--- src/rtl/uart_tx.sv ---
// ---------------------------------------------------------------------------
// uart_tx : 8N1 UART transmitter with a small write FIFO.
//
// Bytes pushed with a single-cycle write strobe are queued in a
// 2**FIFO_AW-entry FIFO and serialised LSB-first onto tx. Frames go out
// back-to-back until the FIFO is empty. The bit period is clkdiv+1 clk
// cycles, with clkdiv re-sampled at the start of every bit. This is the
// same timing convention the team's UART receiver uses.
//
// Optional build macro: UART_TX_PARITY_EN
//   When it is defined, an even-parity bit (the XOR of the 8 data bits) is
//   sent between data bit 7 and the stop bit. This adds a PARITY state.
//   When it is undefined, the transmitter is plain 8N1.
//
// Ports:
//   clk     in   system clock
//   rst     in   synchronous reset, active-high
//   clkdiv  in   [31:0] bit period minus one, in clk cycles
//   wr      in   write strobe; pushes data when the FIFO is not full
//   data    in   [7:0] byte to transmit
//   full    out  FIFO holds 2**FIFO_AW entries
//   empty   out  FIFO holds 0 entries
//   count   out  [FIFO_AW:0] FIFO occupancy (registered)
//   ovf     out  one-cycle pulse: a write was dropped because FIFO was full
//   busy    out  frame in progress or FIFO non-empty
//   tx      out  serial line, idle high (registered)
// ---------------------------------------------------------------------------
module uart_tx #(
    parameter int FIFO_AW = 2
) (
    input  logic               clk,
    input  logic               rst,
    input  logic [31:0]        clkdiv,
    input  logic               wr,
    input  logic [7:0]         data,
    output logic               full,
    output logic               empty,
    output logic [FIFO_AW:0]   count,
    output logic               ovf,
    output logic               busy,
    output logic               tx
);

    localparam int DEPTH = 1 << FIFO_AW;
    localparam logic [FIFO_AW:0] FULL_CNT = {1'b1, {FIFO_AW{1'b0}}};

    localparam logic [2:0] S_IDLE   = 3'd0;
    localparam logic [2:0] S_START  = 3'd1;
    localparam logic [2:0] S_DATA   = 3'd2;
    localparam logic [2:0] S_STOP   = 3'd3;
`ifdef UART_TX_PARITY_EN
    localparam logic [2:0] S_PARITY = 3'd4;

    // Even parity: the line bit that makes the total count of ones even.
    function automatic logic even_parity(input logic [7:0] b);
        return ^b;
    endfunction
`endif

    logic [7:0]         mem_r [DEPTH];
    logic [FIFO_AW-1:0] wptr_r;
    logic [FIFO_AW-1:0] rptr_r;
    logic [FIFO_AW:0]   count_r;
    logic               ovf_r;
    logic [2:0]         state_r;
    logic [31:0]        timer_r;
    logic [2:0]         bitcnt_r;
    logic [7:0]         shift_r;
    logic               tx_r;
`ifdef UART_TX_PARITY_EN
    logic               par_r;
`endif

    logic               push_s;
    logic               pop_s;
    logic               expire_s;
    logic [7:0]         head_s;

    assign full     = (count_r == FULL_CNT);
    assign empty    = (count_r == {(FIFO_AW+1){1'b0}});
    assign busy     = (state_r != S_IDLE) | ~empty;
    assign count    = count_r;
    assign ovf      = ovf_r;
    assign tx       = tx_r;

    assign push_s   = wr & ~full;
    assign expire_s = (timer_r == 32'd0);
    assign head_s   = mem_r[rptr_r];

    // Pop the head when idle, or at the end of a stop bit so that frames run back-to-back.
    always_comb begin
        pop_s = 1'b0;
        if (empty) begin
            pop_s = 1'b0;
        end else if (state_r == S_IDLE) begin
            pop_s = 1'b1;
        end else if ((state_r == S_STOP) && expire_s) begin
            pop_s = 1'b1;
        end else begin
            pop_s = 1'b0;
        end
    end

    // FIFO storage. It has no reset because the pointers define which entries are valid.
    always_ff @(posedge clk) begin
        if (push_s) begin
            mem_r[wptr_r] <= data;
        end
    end

    // FIFO pointers, occupancy and the overflow pulse.
    always_ff @(posedge clk) begin
        if (rst) begin
            wptr_r  <= {FIFO_AW{1'b0}};
            rptr_r  <= {FIFO_AW{1'b0}};
            count_r <= {(FIFO_AW+1){1'b0}};
            ovf_r   <= 1'b0;
        end else begin
            // full is the pre-edge state, so a same-cycle pop cannot rescue the write
            ovf_r <= wr & full;
            if (push_s) begin
                wptr_r <= wptr_r + 1'b1;
            end
            if (pop_s) begin
                rptr_r <= rptr_r + 1'b1;
            end
            case ({push_s, pop_s})
                2'b10:   count_r <= count_r + 1'b1;
                2'b01:   count_r <= count_r - 1'b1;
                default: count_r <= count_r;
            endcase
        end
    end

    // Transmit FSM. Each bit is held for clkdiv+1 cycles; the timer reloads at every bit start.
    always_ff @(posedge clk) begin
        if (rst) begin
            state_r  <= S_IDLE;
            tx_r     <= 1'b1;
            timer_r  <= 32'd0;
            bitcnt_r <= 3'd0;
            shift_r  <= 8'd0;
`ifdef UART_TX_PARITY_EN
            par_r    <= 1'b0;
`endif
        end else begin
            case (state_r)
                S_IDLE: begin
                    if (pop_s) begin
                        shift_r  <= head_s;
`ifdef UART_TX_PARITY_EN
                        par_r    <= even_parity(head_s);
`endif
                        tx_r     <= 1'b0;
                        bitcnt_r <= 3'd0;
                        timer_r  <= clkdiv;
                        state_r  <= S_START;
                    end
                end
                S_START: begin
                    if (expire_s) begin
                        tx_r    <= shift_r[0];
                        timer_r <= clkdiv;
                        state_r <= S_DATA;
                    end else begin
                        timer_r <= timer_r - 32'd1;
                    end
                end
                S_DATA: begin
                    if (expire_s) begin
                        timer_r <= clkdiv;
                        if (bitcnt_r == 3'd7) begin
`ifdef UART_TX_PARITY_EN
                            tx_r    <= par_r;
                            state_r <= S_PARITY;
`else
                            tx_r    <= 1'b1;
                            state_r <= S_STOP;
`endif
                        end else begin
                            shift_r  <= {1'b0, shift_r[7:1]};
                            tx_r     <= shift_r[1];
                            bitcnt_r <= bitcnt_r + 3'd1;
                        end
                    end else begin
                        timer_r <= timer_r - 32'd1;
                    end
                end
`ifdef UART_TX_PARITY_EN
                S_PARITY: begin
                    if (expire_s) begin
                        tx_r    <= 1'b1;
                        timer_r <= clkdiv;
                        state_r <= S_STOP;
                    end else begin
                        timer_r <= timer_r - 32'd1;
                    end
                end
`endif
                S_STOP: begin
                    if (expire_s) begin
                        if (pop_s) begin
                            // next frame starts immediately, no idle gap
                            shift_r  <= head_s;
`ifdef UART_TX_PARITY_EN
                            par_r    <= even_parity(head_s);
`endif
                            tx_r     <= 1'b0;
                            bitcnt_r <= 3'd0;
                            timer_r  <= clkdiv;
                            state_r  <= S_START;
                        end else begin
                            state_r  <= S_IDLE;
                        end
                    end else begin
                        timer_r <= timer_r - 32'd1;
                    end
                end
                default: begin
                    state_r <= S_IDLE;
                    tx_r    <= 1'b1;
                end
            endcase
        end
    end

endmodule
--- config.mk ---
export PLATFORM = sky130hd
export DESIGN_NAME = uart_tx
export DESIGN_NICKNAME = d
export VERILOG_FILES = /design/src/rtl/uart_tx.sv
export SDC_FILE = /design/constraint.sdc
export NUM_CORES = 1
export LEC_CHECK = 0
export CAP_MARGIN = 10
export CORE_ASPECT_RATIO = 0.5
export CORE_MARGIN = 1
export CORE_UTILIZATION = 53
export CTS_CLUSTER_DIAMETER = 150
export DETAILED_ROUTE_END_ITERATION = 10
export DONT_BUFFER_PORTS = 1
export PLACE_DENSITY = 0.68
export SYNTH_ARGS = -nofsm -noshare
export SYNTH_HDL_FRONTEND = slang
export SYNTH_SLANG_ARGS = --single-unit
export TNS_END_PERCENT = 100
--- constraint.sdc ---
create_clock -name clk -period 5.5 [get_ports clk]
set_input_delay 1.1 -clock clk [delete_from_list [all_inputs] [get_ports clk]]
set_output_delay 1.1 -clock clk [all_outputs]
set_load 0.02 [all_outputs]
==> results of run 1 <==
cell usage after synthesis (all sizes together) (3+ instances only):
| cell type | count |
|---|---|
| a211oi | 15 |
| nor2b | 4 |
| a32oi | 9 |
| dfxtp | 56 |
| a31oi | 6 |
| a22oi | 7 |
| and2 | 5 |
| ha | 13 |
| nand2 | 36 |
| clkbuf | 26 |
| a211o | 5 |
| nand3 | 11 |
| xor2 | 6 |
| nand4 | 4 |
| o21ai | 39 |
| a21oi | 46 |
| a41oi | 6 |
| and3 | 11 |
| or3 | 6 |
| inv | 28 |
| o211ai | 18 |
| or4 | 3 |
| edfxtp | 32 |
| nor3 | 13 |
| nor2 | 54 |
| and4 | 3 |
| xnor2 | 5 |
| nor4 | 11 |
| o32ai | 8 |
| buf | 10 |
| mux4 | 8 |
power groups by stage:
stage | combinational (mW) | clock (mW) | sequential, mW
floorplan | 1.46 | 0 | 0.950
global placement | 1.74 | 0 | 1.01
detailed placement | 1.75 | 0 | 1.01
CTS | 1.77 | 0.622 | 0.998
global route | 1.99 | 0.650 | 1.02
finish | 1.79 | 0.619 | 1.00
tightest hold or removal path, stage by stage (launching register included):
cell and delay [ns]:
dfxtp_1 0.31, inv_1 0.05, a211oi_1 0.05
through the flow:
| stage | setup slack (ns) | hold slack (ns) | util | std cells |
|---|---|---|---|---|
| after floorplan | 2.15 | 0.434 | - | 535 |
| after global placement | 1.61 | 0.440 | 0.555 | 618 |
| after detailed placement | 1.41 | 0.438 | 0.555 | 618 |
| after CTS | 1.36 | 0.451 | 0.588 | 634 |
| after global routing | 1.01 | 0.475 | 0.588 | 634 |
| final | 1.32 | 0.451 | 0.588 | 634 |
layer usage:
layer | up-vias | track usage
met4 | 0 | 0.0649
met1 | 1983 | 0.354
met2 | 154 | 0.416
met5 | - | 0
met3 | 18 | 0.0741
li1 | 1967 | -
kinds of logic after synthesis:
kind of cell	count (synthesis)	synth area share
muxes	12	0.0453
AOI/OAI and AO/OA	175	0.241
and+or+nand+nor	169	0.177
adders and majority gates	14	0.0372
xor gates and xnor gates	11	0.0196
DFF	88	0.424
buffers and inverters	66	0.0562
path summary, 6_finish.rpt:
path | end | slack (ns)
max | count[2] | 1.32
min | shift_r[0] | 0.45
max reg2reg | count[2] | 1.32
min reg2reg | shift_r[0] | 0.45
layout make-up:
cell class | count | area share
multi-input combinational | 381 | 0.491
sequential | 88 | 0.400
clock buffer | 9 | 0.0432
tap | 117 | 0.0281
inverter | 30 | 0.0216
clock inverter | 7 | 0.0135
timing repair buffer | 2 | 0.00288
==> run_results.csv, run 1 <==
group,metric,value,unit
worst_setup_path,arrival,4.46,ns
worst_setup_path,crit_type,"flip-flop to flip-flop",
placement,port_buffers,0,
routing,via_count,4122,
worst_setup_path,crit_path_top_delay_cell,"nand4_1",
power,p_seq_frac,0.293,
routing,routed_via_density,6.50,
sta,max_freq,239,MHz
worst_setup_path,path_common_cell,"inv_1",
routing,dr_wl_met3,906,µm
sta,tightestPinTransition,1.04,ns
sta,hold_viol_final,0,
worst_setup_path,worstPathRequired,5.78,ns
worst_setup_path,start_kind,"flip-flop",
floorplan,die_w,138,µm
worst_setup_path,crit_start,"timer_r[0]",
synth,synthCells,535,
worst_setup_path,rr_startpoint,"timer_r[0]",
sta,min_period_over_period,0.759,
final_layout,area.growth.synth_to_final,5.96,%
final_layout,regArea,2080,µm²
power,power.leakage,1.77,nW
sta,setup_viol,0,
hold_path,hold_start,"shift_r[0]",
synth,yosys.area.top_type_share,0.228,
worst_setup_path,crit_path_end_kind,"flip-flop",
power,switching_share,0.474,
final_layout,layout.nets,569,
power,power_density,654,nW/µm²
routing,routed.top_layer,"met4",
clock_network,h-tree-depth,3,
routing,wl_met2,5.35,mm
floorplan,rows,24,
final_layout,antennaDiodeCount,0,
sta,period_minus_slack,4.18,ns
final_layout,layout_commonest_cell,"dfxtp_1",
synth,synth-async-reset-ratio,0,
clock_network,post-cts-setup-buffer-count,0,
clock_network,ctsHoldBuffers,0,
global_routing,antenna_found_initial,0,
synth,synth.avg_cell_area,9.19,µm²
synth,synthDistinctLibCells,65,
power,power_frac_clock,0.182,
global_routing,grt_overflow,0,
power,power,3.41,mW
floorplan,start_util,0.555,
floorplan,design.core.area,8860,µm²
sta,fin_worst_skew,0.00744,ns
floorplan,die_h,70.1,µm
global_routing,grt_pass1_vias,3872,
synth,yosysSeqAreaShare,0.424,
synth,syn-num-nets,592,
worst_setup_path,worstPathCellList,"inv_1, ha_1, nor3b_2, nand4_1, nor4_2, nor2_1, inv_1, ha_1, inv_1, fa_1, xor2_1, or3_1, a21oi_1",
global_routing,grt_max_degree,39,
hold_path,min_path_cells,2,
clock_network,clk_path_buf_depth,2,
status,outcome,"finished, violations left",
status,violations,"design-rule violations",
synth,synth_flop_cell,"dfxtp_1",
synth,synth_top_cells_by_area,"dfxtp_1 (23%), edfxtp_1 (20%), a21oi_1 (4.7%)",
synth,ys_ff_latch,88,
synth,yosysTopAreaCell,"dfxtp_1",
clock_network,clk_latency,0.35,ns
global_routing,grtUsageTotal,0.262,
hold_path,hold_path_class,"flip-flop to flip-flop",
clock_network,cts_tree,"done",
placement,placed_cell_area,4910,µm²
routing,first_pass_iters,8,
sta,rsz0062_at_grt,"no",
worst_setup_path,crit_path_max_incr_delay,0.57,ns
synth,synth_edf_count,32,
routing,drt-met1-wl,5.66,mm
routing,drtAntennaViolNets,0,
worst_setup_path,cpLargestDelayFamily,"simple AND/OR/NAND/NOR gates",
clock_network,cts.sinks,88,
routing,drc,8,
final_layout,final_cell_mix,"dfxtp_1 (56), nor2_1 (54), a21oi_1 (46)",
routing,drt_iter0_markers,323,
power,p_comb_frac,0.525,
worst_setup_path,path_buf_inv,3,
placement,place_congestion,0.890,
power,intPower,1.79,mW
flow_run,cap_violations,0,
clock_network,numCtsBuffers,9,
sta,fin_setup_tns,0,ns
power,p_sw,1.62,mW
placement,post-dp-hpwl,8.00,mm
routing,wirelength,12.1,mm
floorplan,die-area,9690,µm²
power,ir_worst_vdd,0.000252,V
clock_network,clockRootBuffer,"clkbuf_16",
floorplan,io_pins,51,
clock_network,clk_pin_slew,0.07,ns
sta,final_max_slew_viol_count,0,
synth,netlist_area,4920,µm²
worst_setup_path,cp_max_fo,11,
final_layout,stdcell_area,5210,µm²
sta,slew-limit-headroom,0.310,
synth,ys.warnings.count,0,
final_layout,multi_input_area,2560,µm²
clock_network,cts_resized,0,
final_layout,fillCellCount,767,
worst_setup_path,r2r_cells,13,
routing,wire_per_inst,19.0,µm
global_routing,grt_pass1_wl,19.9,mm
final_layout,drive_above_1_share,0.0793,
worst_setup_path,path_depth,13,
Note: power is estimated with default switching activity, not from simulation.
==> inputs of run 2 (changes only) <==
- ABC_AREA: not set -> 1
- clock period: 5.5 -> 4.2 ns (I/O delays scaled with it)
==> run 2 against run 1 <==
Against the previous run: the run now ends clean; combinational power increased by 47%; final area increased by 8.3%; register-to-register slack improved by 0.04 ns; non-clock buffer count increased by 5; synthesized cell count increased by 33%; area after synthesis increased by 6.5%; largest power group unchanged; die area increased by 6.3%; clock skew increased by 0.0024 ns; sequential power increased by 41%; global-route usage increased by 0.86 points; critical path depth decreased by 2; first-iteration DRC count increased by 13%.
==> run_results.csv, run 2 <==
group,metric,value,unit
status,outcome,"complete, no violations",
global_routing,grt_max_degree,40,
final_layout,regArea,2080,µm²
final_layout,layout_commonest_cell,"nand2_1",
routing,wirelength,12.9,mm
routing,drtAntennaViolNets,0,
worst_setup_path,crit_path_end_kind,"flip-flop",
clock_network,post-cts-setup-buffer-count,0,
floorplan,io_pins,51,
flow_run,cap_violations,0,
floorplan,die_w,143,µm
synth,synth_edf_count,32,
clock_network,h-tree-depth,3,
power,power_density,871,nW/µm²
worst_setup_path,worstPathRequired,4.43,ns
synth,synthDistinctLibCells,45,
floorplan,design.core.area,9510,µm²
synth,netlist_area,5240,µm²
synth,synth_flop_cell,"dfxtp_1",
final_layout,stdcell_area,5640,µm²
global_routing,grtUsageTotal,0.270,
synth,yosysSeqAreaShare,0.398,
placement,post-dp-hpwl,9.07,mm
sta,tightestPinTransition,1.13,ns
synth,yosys.area.top_type_share,0.214,
power,ir_worst_vdd,0.000326,V
sta,rsz0062_at_grt,"no",
synth,syn-num-nets,770,
clock_network,clk_path_buf_depth,2,
synth,ys_ff_latch,88,
floorplan,die-area,10300,µm²
routing,drc,0,
synth,yosysTopAreaCell,"dfxtp_1",
synth,yosysMostFrequentCell,"nand2_1",
clock_network,cts.sinks,88,
worst_setup_path,start_kind,"flip-flop",
worst_setup_path,arrival,3.06,ns
synth,synthCells,713,
routing,wire_per_inst,15.3,µm
floorplan,start_util,0.551,
global_routing,grt_overflow,0,
clock_network,clk_pin_slew,0.06,ns
final_layout,multi_input_area,2700,µm²
final_layout,stdcell_count,845,
final_layout,drive_above_1_share,0.0789,
final_layout,fin_util,0.593,
placement,place_congestion,0.881,
hold_path,hold_path_class,"flip-flop to flip-flop",
routing,via_count,4656,
power,power.leakage,2.43,nW
global_routing,antenna_found_initial,0,
routing,routed_via_density,5.51,
global_routing,grt_pass1_vias,4254,
synth,synth_top_cells_by_area,"dfxtp_1 (21%), edfxtp_1 (18%), nand2_1 (9.8%)",
final_layout,fillCellCount,931,
synth,ys.warnings.count,0,
synth,synth.avg_cell_area,7.34,µm²
worst_setup_path,cp_max_fo,7,
synth,synth-async-reset-ratio,0,
sta,max_freq,352,MHz
floorplan,die_h,72.3,µm
final_layout,layout.nets,762,
clock_network,ctsHoldBuffers,0,
clock_network,clockRootBuffer,"clkbuf_16",
final_layout,area.growth.synth_to_final,7.77,%
synth,synthTopCellsByCount,"nand2_1 (137), o21ai_0 (82), inv_1 (80), nor2_1 (80), a21oi_1 (63)",
clock_network,cts_resized,0,
sta,fin_worst_skew,0.00981,ns
final_layout,final_cell_mix,"nand2_1 (137), o21ai_0 (82), inv_1 (80), nor2_1 (80), a21oi_1 (63)",
floorplan,rows,25,
placement,port_buffers,0,
global_routing,grt_pass1_wl,21.2,mm
placement,placed_cell_area,5320,µm²
sta,hold_viol_final,0,
clock_network,cts_tree,"done",
power,power,4.92,mW
worst_setup_path,crit_type,"flip-flop to flip-flop",
placement,dp_cells,829,
sta,fin_setup_tns,0,ns
routing,drt_iter0_markers,364,
sta,period_minus_slack,2.84,ns
clock_network,clk_latency,0.35,ns
routing,first_pass_iters,5,
clock_network,numCtsBuffers,9,
final_layout,antennaDiodeCount,0,
sta,min_period_over_period,0.676,
sta,final_max_slew_viol_count,0,
sta,slew-limit-headroom,0.247,
sta,setup_viol,0,
-- run 2: cell types whose count changed in the layout (fill, tap and decap cells not counted), moves of 9 or more --
cell,before,now
a21oi_1,46,63
o21ai_1,1,10
a32oi_1,9,0
inv_1,28,80
a211oi_1,15,0
nor2_1,54,80
and3_1,11,1
nand3_1,11,29
nand2_1,36,137
o21ai_0,37,82
-- run 2: worst paths after layout --
kind	slack, ns	from	depth (start not counted)	to
min	0.46	bitcnt_r[2]	2	bitcnt_r[2]
max reg2reg	1.36	count[2]	11	count[2]
min reg2reg	0.46	bitcnt_r[2]	2	bitcnt_r[2]
max	1.36	count[2]	11	count[2]
-- run 2: layout make-up --
| class | count | area share |
|---|---|---|
| clock buffer | 10 | 0.0406 |
| tap | 135 | 0.0299 |
| sequential | 88 | 0.369 |
| inverter | 84 | 0.0561 |
| multi-input combinational | 515 | 0.478 |
| clock inverter | 6 | 0.0166 |
| timing repair buffer | 7 | 0.00931 |
-- run 2: critical path, stage by stage, from the launching register on --
cell,delay (ns)
dfxtp_1,0.51
inv_1,0.12
nor3_1,0.63
nor2_1,0.15
inv_1,0.21
ha_1,0.17
inv_1,0.06
fa_1,0.37
a21oi_1,0.14
o21ai_0,0.11
o21ai_0,0.17
a21oi_1,0.06
-- run 2: per-layer routing --
layer,vias up,share of wire,global-route usage
met5,-,0,0
met1,2130,0.47,0.358
met2,138,0.44,0.436
met4,0,0.016,0.0789
li1,2371,-,-
met3,17,0.069,0.0746
-- run 2: report_power, final --
group	switching, mW	internal (mW)	total [mW]
sequential	0.270	1.14	1.41
combinational	1.78	0.856	2.63
clock	0.351	0.526	0.876
total	2.40	2.52	4.92
-- run 2: cell families after synthesis --
group | synth area share
and+or+nand+nor | 0.250
AOI/OAI and AO/OA | 0.211
buffers and inverters | 0.0868
DFF | 0.398
adders and majority gates | 0.0349
xor gates and xnor gates | 0.0201
-- run 2: through the flow --
stage	worst slack, ns	hold slack [ns]
2_1_floorplan	1.53	0.436
3_3_place_gp	1.45	0.450
3_5_place_dp	1.40	0.454
4_1_cts	1.39	0.466
5_1_grt	1.10	0.484
6_report	1.36	0.464
